===== src/rtl/alu_pkg.sv =====
// Shared ALU definitions: operand/adder widths, Booth multiplier state
// encoding and the Booth pair decode constants.
package alu_pkg;

  localparam int W_OP   = 8;
  localparam int W_ADD  = W_OP + 1;
  localparam int N_ITER = 8;

  typedef enum logic [1:0] {
    IDLE  = 2'd0,
    ADD   = 2'd1,
    SHIFT = 2'd2,
    DONE  = 2'd3
  } booth_state_t;

  // Booth pair {Q[0], q_m1}: 01 adds M, 10 subtracts M, 00/11 do nothing.
  localparam logic [1:0] PAIR_ADD = 2'b01;
  localparam logic [1:0] PAIR_SUB = 2'b10;

  function automatic logic pair_active(input logic [1:0] pair);
    return (pair == PAIR_ADD) || (pair == PAIR_SUB);
  endfunction

endpackage


===== src/rtl/booth_mult_seq.sv =====
// Sequential radix-2 Booth multiplier, 8x8 signed -> 16-bit signed.
// The 9-bit adder/subtractor lives outside this block and is reached
// through add_x/add_y/add_sub -> add_sum.
// Optional macro BOOTH_MULT_SKIP_EN: skip ADD cycles whose Booth pair is
// 00/11, giving a data-dependent latency of 8..16 cycles.
module booth_mult_seq
  import alu_pkg::*;
(
  input  logic                clk,
  input  logic                rst_b,
  input  logic                in_valid,
  output logic                in_ready,
  input  logic [W_OP-1:0]     op_a,
  input  logic [W_OP-1:0]     op_b,
  output logic                out_valid,
  input  logic                out_ready,
  output logic [2*W_OP-1:0]   product,
  output logic [W_ADD-1:0]    add_x,
  output logic [W_ADD-1:0]    add_y,
  output logic                add_sub,
  input  logic [W_ADD-1:0]    add_sum
);

  localparam logic [2:0] CNT_LAST = 3'(N_ITER - 1);

  booth_state_t       state;
  logic [W_ADD-1:0]   acc;
  logic [W_OP-1:0]    mq;
  logic               q_m1;
  logic [W_OP-1:0]    mcand;
  logic [2:0]         cnt;
  logic [1:0]         pair;

  assign pair = {mq[0], q_m1};

  // FSM plus accumulator/multiplier shift register and iteration counter
  always_ff @(posedge clk or negedge rst_b) begin
    if (!rst_b) begin
      state <= IDLE;
      acc   <= '0;
      mq    <= '0;
      q_m1  <= 1'b0;
      mcand <= '0;
      cnt   <= '0;
    end else begin
      case (state)
        IDLE: begin
          if (in_valid) begin
            acc   <= '0;
            mq    <= op_b;
            q_m1  <= 1'b0;
            mcand <= op_a;
            cnt   <= '0;
`ifdef BOOTH_MULT_SKIP_EN
            state <= pair_active({op_b[0], 1'b0}) ? ADD : SHIFT;
`else
            state <= ADD;
`endif
          end
        end
        ADD: begin
          if (pair_active(pair)) begin
            acc <= add_sum;
          end
          state <= SHIFT;
        end
        SHIFT: begin
          acc  <= {acc[W_ADD-1], acc[W_ADD-1:1]};
          mq   <= {acc[0], mq[W_OP-1:1]};
          q_m1 <= mq[0];
          cnt  <= cnt + 3'd1;
          if (cnt == CNT_LAST) begin
            state <= DONE;
          end else begin
`ifdef BOOTH_MULT_SKIP_EN
            // After this shift the pair becomes {Q[1], Q[0]}
            state <= pair_active(mq[1:0]) ? ADD : SHIFT;
`else
            state <= ADD;
`endif
          end
        end
        DONE: begin
          if (out_ready) begin
            state <= IDLE;
          end
        end
        default: state <= IDLE;
      endcase
    end
  end

  assign in_ready  = (state == IDLE);
  assign out_valid = (state == DONE);
  assign product   = {acc[W_OP-1:0], mq};
  assign add_x     = acc;
  assign add_y     = {mcand[W_OP-1], mcand};
  assign add_sub   = (state == ADD) && (pair == PAIR_SUB);

endmodule


===== config.mk =====
export PLATFORM = sky130hd
export DESIGN_NAME = booth_mult_seq
export DESIGN_NICKNAME = d
export VERILOG_FILES = /design/src/rtl/alu_pkg.sv /design/src/rtl/booth_mult_seq.sv
export SDC_FILE = /design/constraint.sdc
export NUM_CORES = 1
export LEC_CHECK = 0
export CAP_MARGIN = 20
export CORE_ASPECT_RATIO = 0.9
export CORE_MARGIN = 1
export CORE_UTILIZATION = 49
export CTS_BUF_LIST = sky130_fd_sc_hd__clkbuf_8
export DETAILED_ROUTE_END_ITERATION = 16
export PLACE_DENSITY = 0.86
export SLEW_MARGIN = 20
export SYNTH_ARGS = -nofsm -noshare
export SYNTH_HDL_FRONTEND = slang
export SYNTH_SLANG_ARGS = --single-unit

===== constraint.sdc =====
create_clock -name clk -period 3.32 [get_ports clk]
set_input_delay 0.996 -clock clk [delete_from_list [all_inputs] [get_ports clk]]
set_output_delay 0.996 -clock clk [all_outputs]
set_load 0.02 [all_outputs]

==> metrics <==
vias per inst=5.438; first-pass GRT wire length=6506 µm; Synth Warn #=0; Worst Setup Path Type=register to output pin; routability cong.=approximately 0.77; CTS resizes=0; drt drc=0; ranking of synthesized cells by area=dfrtp_1 (45%), ha_1 (6.6%), mux2_1 (5.2%), mux2_2 (5.2%), a221o_1 (4.7%); Worst Path Max Fanout=5; clk sink count=31; Synth Register Bits=31; Reg clk slew, reported paths=0.07 ns; Multi-input gate area=about 800 µm²; core region area=~3400 µm²; Post-Place Cell Area=around 2300 µm²; worst skew pair latency=a little under 0.3 ns; number of flops mapped to enable cells by yosys=0; row cnt=20; clock skew=between 0.002 and 0.003 ns; Die Width=between 60 and 70 µm; Final min period=just under 3 ns; die area=3744 µm²; final hold slack=between 0.5 and 0.6 ns; maximum clock insertion buffer count=2; drt pass-1 iters=4; Yosys cell types=26; CP Buf/Inv Count=2; Largest stage delay, worst path=about 0.59 ns; CP Cell Sequence=inv_1 > ha_1 > and2_1 > clkdlybuf4s50_1; initial antenna violation count=0; Netlist Area Pre-Place=1717 µm²; sequential area share after synthesis=0.4519; fmax=approximately 0.34 GHz; DP HPWL=between 2000 and 3000 µm; kind of start point of the critical path=register; Seq. cell area=approximately 780 µm²; HP Class=register to register; Hold Path Origin=mcand[0]; Worst EP arrival=between 1.5 and 2 ns; initial drt markers=approximately 130; Post-CTS Setup Bufs=0; post-synth net total=~190; crit path launch=state[1]; total gr overflow=0; Hold Vio Cnt, Final=0; Worst Tran Pin Value=between 0.8 and 0.9 ns; htree depth=2; slowest CP cell=clkdlybuf4s50_1; Largest delay share family, worst path=buffers and inverters; Setup-failing EPs final=0; CTS tree=yes; post-layout net count=244; Initial Util=0.5119; vias in the first global route=1,356; diodes inserted=0; Fillers=around 270; routed len/inst=16.09 µm; IO Port Bufs=65; Slew Limit Fails=0; Setup TNS=0 ns; Top FF cell, synth=dfrtp_1; Synth top area share=0.4519; area grow syn2layout=41.47%; via count=around 1.4k; # IOs=66; Synth area leader=dfrtp_1; Final Util=0.7243; clock root buffer=clkbuf_8; layout cells sized above 1=0.1063; status=completed; Routed WL=roughly 4000 µm; Post-CTS Hold Buffers=0; RR Startpoint=state[0]; post-route ant nets=0; nature of the critical path endpoint=output pin; P_leak=1.034 nW; post-synthesis cell count=150; RSZ-0062 raised after global routing=no; die height=between 50 and 60 µm; power per cell area=1085 nW/µm²; asr flop ratio synth=1.000; CTS Buf Count=5; pin count of the biggest net entering global routing=32; Finished Cell Area=~2400 µm²; Worst EP required=approximately 2.3 ns; VDD IR-drop max=approximately 0.00063 V; Max Cap Viol=0; All-Layer GR Usage=0.2363; final worst path period share=0.8762; Rel. slew slack=0.4213; Mean Syn Cell Area=11.44 µm²
==> final cells by class <==
type / count / share of cell area
tap: 44 / 0.02267
timing repair buffer: 67 / 0.2741
multi-input combinational: 97 / 0.3292
sequential: 31 / 0.3194
clock inverter: 2 / 0.01443
inverter: 4 / 0.006182
clock buffer: 6 / 0.03400
==> sequential cells by signal, indices dropped and copies added, names as in the netlist <==
name and count:
state 2, cnt 3, mcand 8, add_x 9, q_m1 1, mq 8
==> path summary, 6_finish.rpt <==
check                                end  slack, ns  cells past startpoint
worst max-delay path             add_sub       0.41                      4
worst min-delay path            mcand[0]       0.51                      1
worst max register to register    cnt[0]       0.95                      4
worst min register to register  mcand[0]       0.51                      1
max in group asynchronous       mcand[6]       1.93                      2
min in group asynchronous       add_x[8]       1.10                      2
==> metrics by stage <==
step | worst slack (ns) | cells | power, mW
final | 0.4111 | 251 | 2.634
after global routing | 0.3212 | 251 | 2.789
after CTS | 0.4140 | 251 | 2.649
after detailed placement | 0.4277 | 243 | 2.244
after global placement | 0.4931 | 243 | 2.181
after floorplan | 1.323 | 150 | 1.723
==> layer usage <==
metal | track usage | wire length, µm | vias to the layer above
met1 | 0.3067 | 1743 | 663
met5 | 0 | 0 | -
met3 | 0.06890 | 309 | 5
met4 | 0.09524 | 55 | 0
met2 | 0.3729 | 1930 | 59
li1 | - | - | 638
==> cells by family (layout without fill, tap and decap cells) <==
group | count (synthesis) | in the layout | share of synthesized area
AOI/OAI and AO/OA | 32 | 32 | 0.1494
adders and majority gates | 9 | 9 | 0.06560
buffers and inverters | 22 | 79 | 0.08235
DFF | 31 | 31 | 0.4519
muxes | 18 | 18 | 0.1195
and+or+nand+nor | 38 | 38 | 0.1312
==> worst reg2reg max path, cell delays in order (launching register included) <==
cell and delay [ns]:
dfrtp_1 0.45, inv_1 0.15, ha_1 0.65, nor2b_1 0.78, mux2_4 0.28
==> where the power goes <==
group | total [mW] | internal [mW] | switching [mW]
clock | 0.392 | 0.243 | 0.150
sequential | 0.717 | 0.556 | 0.161
combinational | 1.52 | 0.767 | 0.757
==> cell usage in the layout, fill, tap and decap left out, types with 2 or more instances in the layout <==
cell             instances
nor2_1                   2
clkdlybuf4s50_1         65
inv_1                    4
ha_1                     9
a22oi_1                  8
nand2b_1                10
mux2_1                   8
clkbuf_8                 6
nand3_1                  8
and2_1                   2
nand2_1                  4
mux2_2                   8
a221o_1                  8
buf_4                    2
nor2b_1                  9
a31oi_1                  2
a22o_1                   3
a21oi_1                 10
dfrtp_1                 31
==> Yosys cell counts, types with 2 or more instances <==
library cell / n
a21oi_1: 10
a221o_1: 8
a22o_1: 3
a22oi_1: 8
a31oi_1: 2
and2_1: 2
buf_2: 5
buf_4: 10
buf_6: 2
dfrtp_1: 31
ha_1: 9
inv_1: 4
mux2_1: 8
mux2_2: 8
nand2_1: 4
nand2b_1: 10
nand3_1: 8
nor2_1: 2
nor2b_1: 9
(Power assumes the default switching activity.)
==> patch 1 (same flow settings) <==
Change the package constant `W_OP` from 8 to 12.
--- a/src/rtl/alu_pkg.sv
+++ b/src/rtl/alu_pkg.sv
@@ -3,5 +3,5 @@
 package alu_pkg;
 
-  localparam int W_OP   = 8;
+  localparam int W_OP   = 12;
   localparam int W_ADD  = W_OP + 1;
   localparam int N_ITER = 8;
Interface: changed (6 resized); port bits go from 66 to 94. No check against the original RTL was run, so the function may have changed too.
==> patch 1 against the unedited design <==
  * Clock skew barely moved
  * Sequential share of layout area rose by 1.7 points
  * Routed wire length rose by 15%
  * Largest cell class is now registers
  * Synthesized area rose by 30%
  * Total power rose by 27%
  * Critical path depth did not move
  * Final area rose by 32%
  * Sequential cell count rose by 12
  * Worst setup slack improved by 52 ps
  * Clock power fell by 3%
  * Utilization rose by 3.5 points
==> patch 1: results (changes against the unedited design) <==
stage,metric,value,unit,change
sta,Slew HR,38.1,%,was 42.1%
detailed_routing,DRC violation total after the first TritonRoute iteration,76,,was 126
global_routing,maximum number of pins on one net before global-route repair,44,,was 32
logic_synthesis,synth top area cells,"dfrtp_1 (48%), mux2_2 (7.6%), mux2_4 (6.8%), mux2i_1 (6.3%), ha_1 (5.6%)",,"was dfrtp_1 (45%), ha_1 (6.6%), mux2_1 (5.2%), mux2_2 (5.2%), a221o_1 (4.7%)"
global_routing,initial antenna violation count,0,,unchanged
sta,Setup Skew,2.77,ps,was 2.73 ps
global_routing,first-pass GRT wire length,7.54,mm,was 6.51 mm
power,Leak,1.38,nW,was 1.03 nW
detailed_routing,via count,1636,,was 1365
finish,max reg flops,13,,was 9
logic_synthesis,synth cell count leaders,"dfrtp_1 (43), nand2_1 (19), mux2_2 (15)",,"was dfrtp_1 (31), a21oi_1 (10), buf_4 (10), nand2b_1 (10)"
finish,Non-Filler Instances,328,,was 251
critical_path,R2R depth,5,,was 4
clocking,CTS H-tree depth,2,,unchanged
worst_hold_path,Min-Delay Startpoint,cnt[0]$_DFFE_PN0P_,,was mcand[0]$_DFFE_PN0P_
logic_synthesis,synthesized net count,240,,was 188
detailed_routing,DR pass1 iterations,4,,unchanged
logic_synthesis,"FFs w/ async S/R, synth",100,%,unchanged
place,DP Wirelength,3.44,mm,was 2.93 mm
logic_synthesis,Yosys cell types,23,,was 26
global_routing,Tot GR Track Use,20.7,%,was 23.6%
critical_path,RR Endpoint,mq[1]$_DFFE_PN0P_,,was cnt[0]$_DFFE_PN0P_
power,VDD IR max,0.000795,V,was 0.000629 V
worst_hold_path,Hold WC Path Type,register to register,,unchanged
place,PortBufs,93,,was 65
critical_path,R2R Setup Slk,1280,ps,was 950 ps
finish,fillers,306,,was 269
worst_hold_path,Hold Path End,cnt[0]$_DFFE_PN0P_,,was mcand[0]$_DFFE_PN0P_
detailed_routing,routed len/inst,14.1,um,was 16.1 um
finish,layout cell share with drive strength beyond 1,13.4,%,was 10.6%
critical_path,CP Max Fanout,5,,unchanged
critical_path,CP arrival,1860,ps,was 1910 ps
logic_synthesis,register area share after synthesis,48.4,%,was 45.2%
place,Inst Count DP,321,,was 243
power,Sw Share,40.0,%,was 40.5%
finish,# diodes,0,,unchanged
place,gpl congestion,0.794,,was 0.766
logic_synthesis,synthesized area per cell,11.8,um2,was 11.4 um2
outcome,status,"complete, no violations",,unchanged
clocking,cts repair resizes,0,,unchanged
==> patch 1: cell count changes after synthesis, sizes merged, moves of 8 or more <==
| cell | unedited run | this run |
|---|---|---|
| a21oi | 10 | 0 |
| mux2 | 17 | 25 |
| a221o | 8 | 0 |
| o21ai | 0 | 14 |
| dfrtp | 31 | 43 |
| mux2i | 1 | 14 |
| nand2 | 4 | 19 |
| nand2b | 10 | 1 |
| nand3 | 8 | 0 |
==> patch 1: worst max-delay path: cells and delay by family (launching register included) <==
family	cells	cell delay, ps
buffers and inverters	2	750
flip-flops	1	440
adder cells (fa/ha/maj)	1	230
AND/OR/NAND/NOR	1	140
==> patch 1: metrics by stage <==
step	power (W)	instance area (um2)	utilization, %	worst slack (ps)	hold WS (ps)
2_1_floorplan	0.00227	2220	-	1320	450
3_3_place_gp	0.00294	3100	73.5	756	475
3_5_place_dp	0.00299	3100	73.5	727	492
4_1_cts	0.00337	3200	75.9	455	507
5_1_grt	0.00356	3200	75.9	371	521
6_report	0.00335	3200	75.9	463	504
==> patch 1: worst max-delay path by stage <==
stage / to / startpoint / cells after the start / slack [ps]
2_1_floorplan: add_x[0]$_DFFE_PN0P_ / in_valid / 4 / 1320
3_3_place_gp: add_x[4]$_DFFE_PN0P_ / in_valid / 4 / 760
3_5_place_dp: add_x[2]$_DFFE_PN0P_ / in_valid / 4 / 730
4_1_cts: add_sub / state[1]$_DFFE_PN0P_ / 4 / 450
5_1_grt: in_ready / state[0]$_DFFE_PN0P_ / 3 / 370
6_report: add_sub / state[1]$_DFFE_PN0P_ / 4 / 460
==> patch 1: logic make-up (layout without fill, tap and decap cells) <==
group	Yosys count	count (layout)	synth area share, %
and+or+nand+nor	39	39	8.84
buffers and inverters	27	106	7.32
AOI/OAI and AO/OA	31	31	9.17
DFF	43	43	48.4
muxes	39	39	20.7
adders and majority gates	10	10	5.63
==> patch 1: final cells by class <==
cell class | count | area, um2 | area share, %
inverter | 4 | 15.0 | 0.469
clock buffer | 5 | 68.8 | 2.15
clock inverter | 2 | 33.8 | 1.06
multi-input combinational | 119 | 988 | 30.9
tap | 60 | 75.1 | 2.35
sequential | 43 | 1080 | 33.6
timing repair buffer | 95 | 941 | 29.4
==> patch 1: power by group through the flow <==
stage          registers [W]  clock network (W)  logic [W]
5_1_grt             0.000998           0.000414    0.00215
2_1_floorplan        0.00120                  0    0.00107
4_1_cts             0.000965           0.000388    0.00202
3_3_place_gp        0.000962                  0    0.00198
3_5_place_dp        0.000973                  0    0.00202
6_report            0.000964           0.000379    0.00201
==> patch 1: layer usage <==
metal,routed length (um),up-vias,global-route usage (%)
met5,0,-,0
met4,55,0,6.62
met3,234,7,4.42
met2,2160,53,33.4
met1,2180,776,27.7
li1,-,800,-
==> patch 2 (same flow settings) <==
Made on the original files. The 4 states of `booth_state_t` get a Gray code encoding in 2 bits.
--- a/src/rtl/alu_pkg.sv
+++ b/src/rtl/alu_pkg.sv
@@ -8,8 +8,8 @@
 
   typedef enum logic [1:0] {
-    IDLE  = 2'd0,
-    ADD   = 2'd1,
-    SHIFT = 2'd2,
-    DONE  = 2'd3
+    IDLE  = 2'b00,
+    ADD   = 2'b01,
+    SHIFT = 2'b11,
+    DONE  = 2'b10
   } booth_state_t;
 
Behaviour: no difference found for any inputs over 10 cycles, from zero or initial values and one cycle with rst_b low; not proved beyond that.
==> patch 2 against the unedited design <==
  * Sequential share of layout area up 0.066 points
  * Clock power shrank 24%
  * Routed wire length is 5.0% lower
  * Clock skew grew 0.57 ps
  * Worst setup slack better by 260 ps
  * Final area fell by 0.21%
  * Synthesized area increased by 4.7%
  * Global-route usage is 1.7 points lower
  * Hold slack worse by 2.6 ps
  * Sequential cell count stayed put
  * Total power increased by 2.0%
  * Fmax up 10%
==> patch 2: results (changes against the unedited design) <==
stage,metric,value,unit,change
place,Inst Count DP,250,,was 243
power,Power Sequential,0.000765,W,was 0.000717 W
outcome,status,"complete, no violations",,unchanged
sta,Slew HR,74.6,%,was 42.1%
logic_synthesis,synth cell count leaders,"dfrtp_1 (31), mux2i_1 (16), nor2_1 (15)",,"was dfrtp_1 (31), a21oi_1 (10), buf_4 (10), nand2b_1 (10)"
finish,layout cell share with drive strength beyond 1,18.8,%,was 10.6%
critical_path,CP arrival,1650,ps,was 1910 ps
logic_synthesis,synthesized area per cell,11.4,um2,about the same
logic_synthesis,register area share after synthesis,43.2,%,was 45.2%
finish,max reg flops,9,,unchanged
sta,Setup Skew,3.30,ps,was 2.73 ps
logic_synthesis,"FFs w/ async S/R, synth",100,%,unchanged
logic_synthesis,synthesized net count,190,,was 188
critical_path,CP Max Fanout,28,,was 5
place,gpl congestion,0.727,,was 0.766
clocking,Post-CTS Setup Bufs,0,,unchanged
finish,Non-Filler Instances,257,,was 251
place,DP Wirelength,2.71,mm,was 2.93 mm
global_routing,vias in the first global route,1320,,was 1356
power,internal power,0.00154,W,was 0.00157 W
logic_synthesis,Yosys cell types,29,,was 26
detailed_routing,vias per cell,5.42,,was 5.44
power,Leak,1.06,nW,was 1.03 nW
global_routing,first-pass GRT wire length,6.26,mm,was 6.51 mm
power,VDD IR max,0.000708,V,was 0.000629 V
place,Place WS,834,ps,was 428 ps
detailed_routing,DRC violation total after the first TritonRoute iteration,48,,was 126
critical_path,CP max stage delay,610,ps,was 590 ps
global_routing,Tot GR Track Use,22.0,%,was 23.6%
logic_synthesis,synth top area cells,"dfrtp_1 (43%), mux2i_1 (8.9%), mux2_2 (8.8%), a211oi_2 (5.6%), buf_4 (4.6%)",,"was dfrtp_1 (45%), ha_1 (6.6%), mux2_1 (5.2%), mux2_2 (5.2%), a221o_1 (4.7%)"
power,combinational fraction of design power,60.5,%,was 57.9%
clocking,"Clk Latency, worst-skew pair",280,ps,
detailed_routing,DR pass1 iterations,4,,unchanged
detailed_routing,routed len/inst,14.9,um,was 16.1 um
finish,fillers,236,,was 269
-- patch 2: path summary, 6_finish.rpt --
path	to	slack, ps	cells after the start
max	in_ready	670	3
min	mcand[0]$_DFFE_PN0P_	510	1
min in group asynchronous	cnt[2]$_DFFE_PN0P_	1100	2
min reg2reg	mcand[0]$_DFFE_PN0P_	510	1
max in group asynchronous	state[1]$_DFFE_PN0P_	1940	2
max reg2reg	mcand[7]$_DFFE_PN0P_	1630	4
-- patch 2: area by class of cell --
cell class                      instances  area (um2)  area share [%]
Clock buffer                            6        82.6            3.41
Clock inverter                          1        5.00           0.207
Inverter                                3        11.3           0.465
Multi-Input combinational cell        104         821            33.9
Sequential cell                        31         776            32.0
Tap cell                               44        55.1            2.27
Timing Repair Buffer                   68         673            27.8
-- patch 2: through the flow --
| stage | area, um2 | power [W] | hold slack [ps] |
|---|---|---|---|
| finish | 2420 | 0.00269 | 506 |
| global route | 2420 | 0.00287 | 520 |
| CTS | 2420 | 0.00270 | 508 |
| detailed placement | 2340 | 0.00240 | 496 |
| global placement | 2340 | 0.00233 | 492 |
| floorplan | 1800 | 0.00194 | 505 |
-- patch 2: layer usage --
metal  part of all wire, %  track usage (%)  vias to the layer above
met3                   5.9             6.73                        6
li1                      -                -                      656
met4                   1.5             7.76                        0
met5                     0                0                        -
met1                    42             27.3                      675
met2                    50             36.2                       56
-- patch 2: cell families (layout without fill, tap and decap cells) --
kind of cell             count (synthesis)  in the layout  synth area share, %
buffers and inverters                   23             78                 11.1
AO/OA/AOI/OAI                           39             39                 15.9
AND/OR/NAND/NOR                         30             30                 8.29
adder cells (fa/ha/maj)                  3              3                 2.09
multiplexers                            32             32                 19.4
flip-flops                              31             31                 43.2
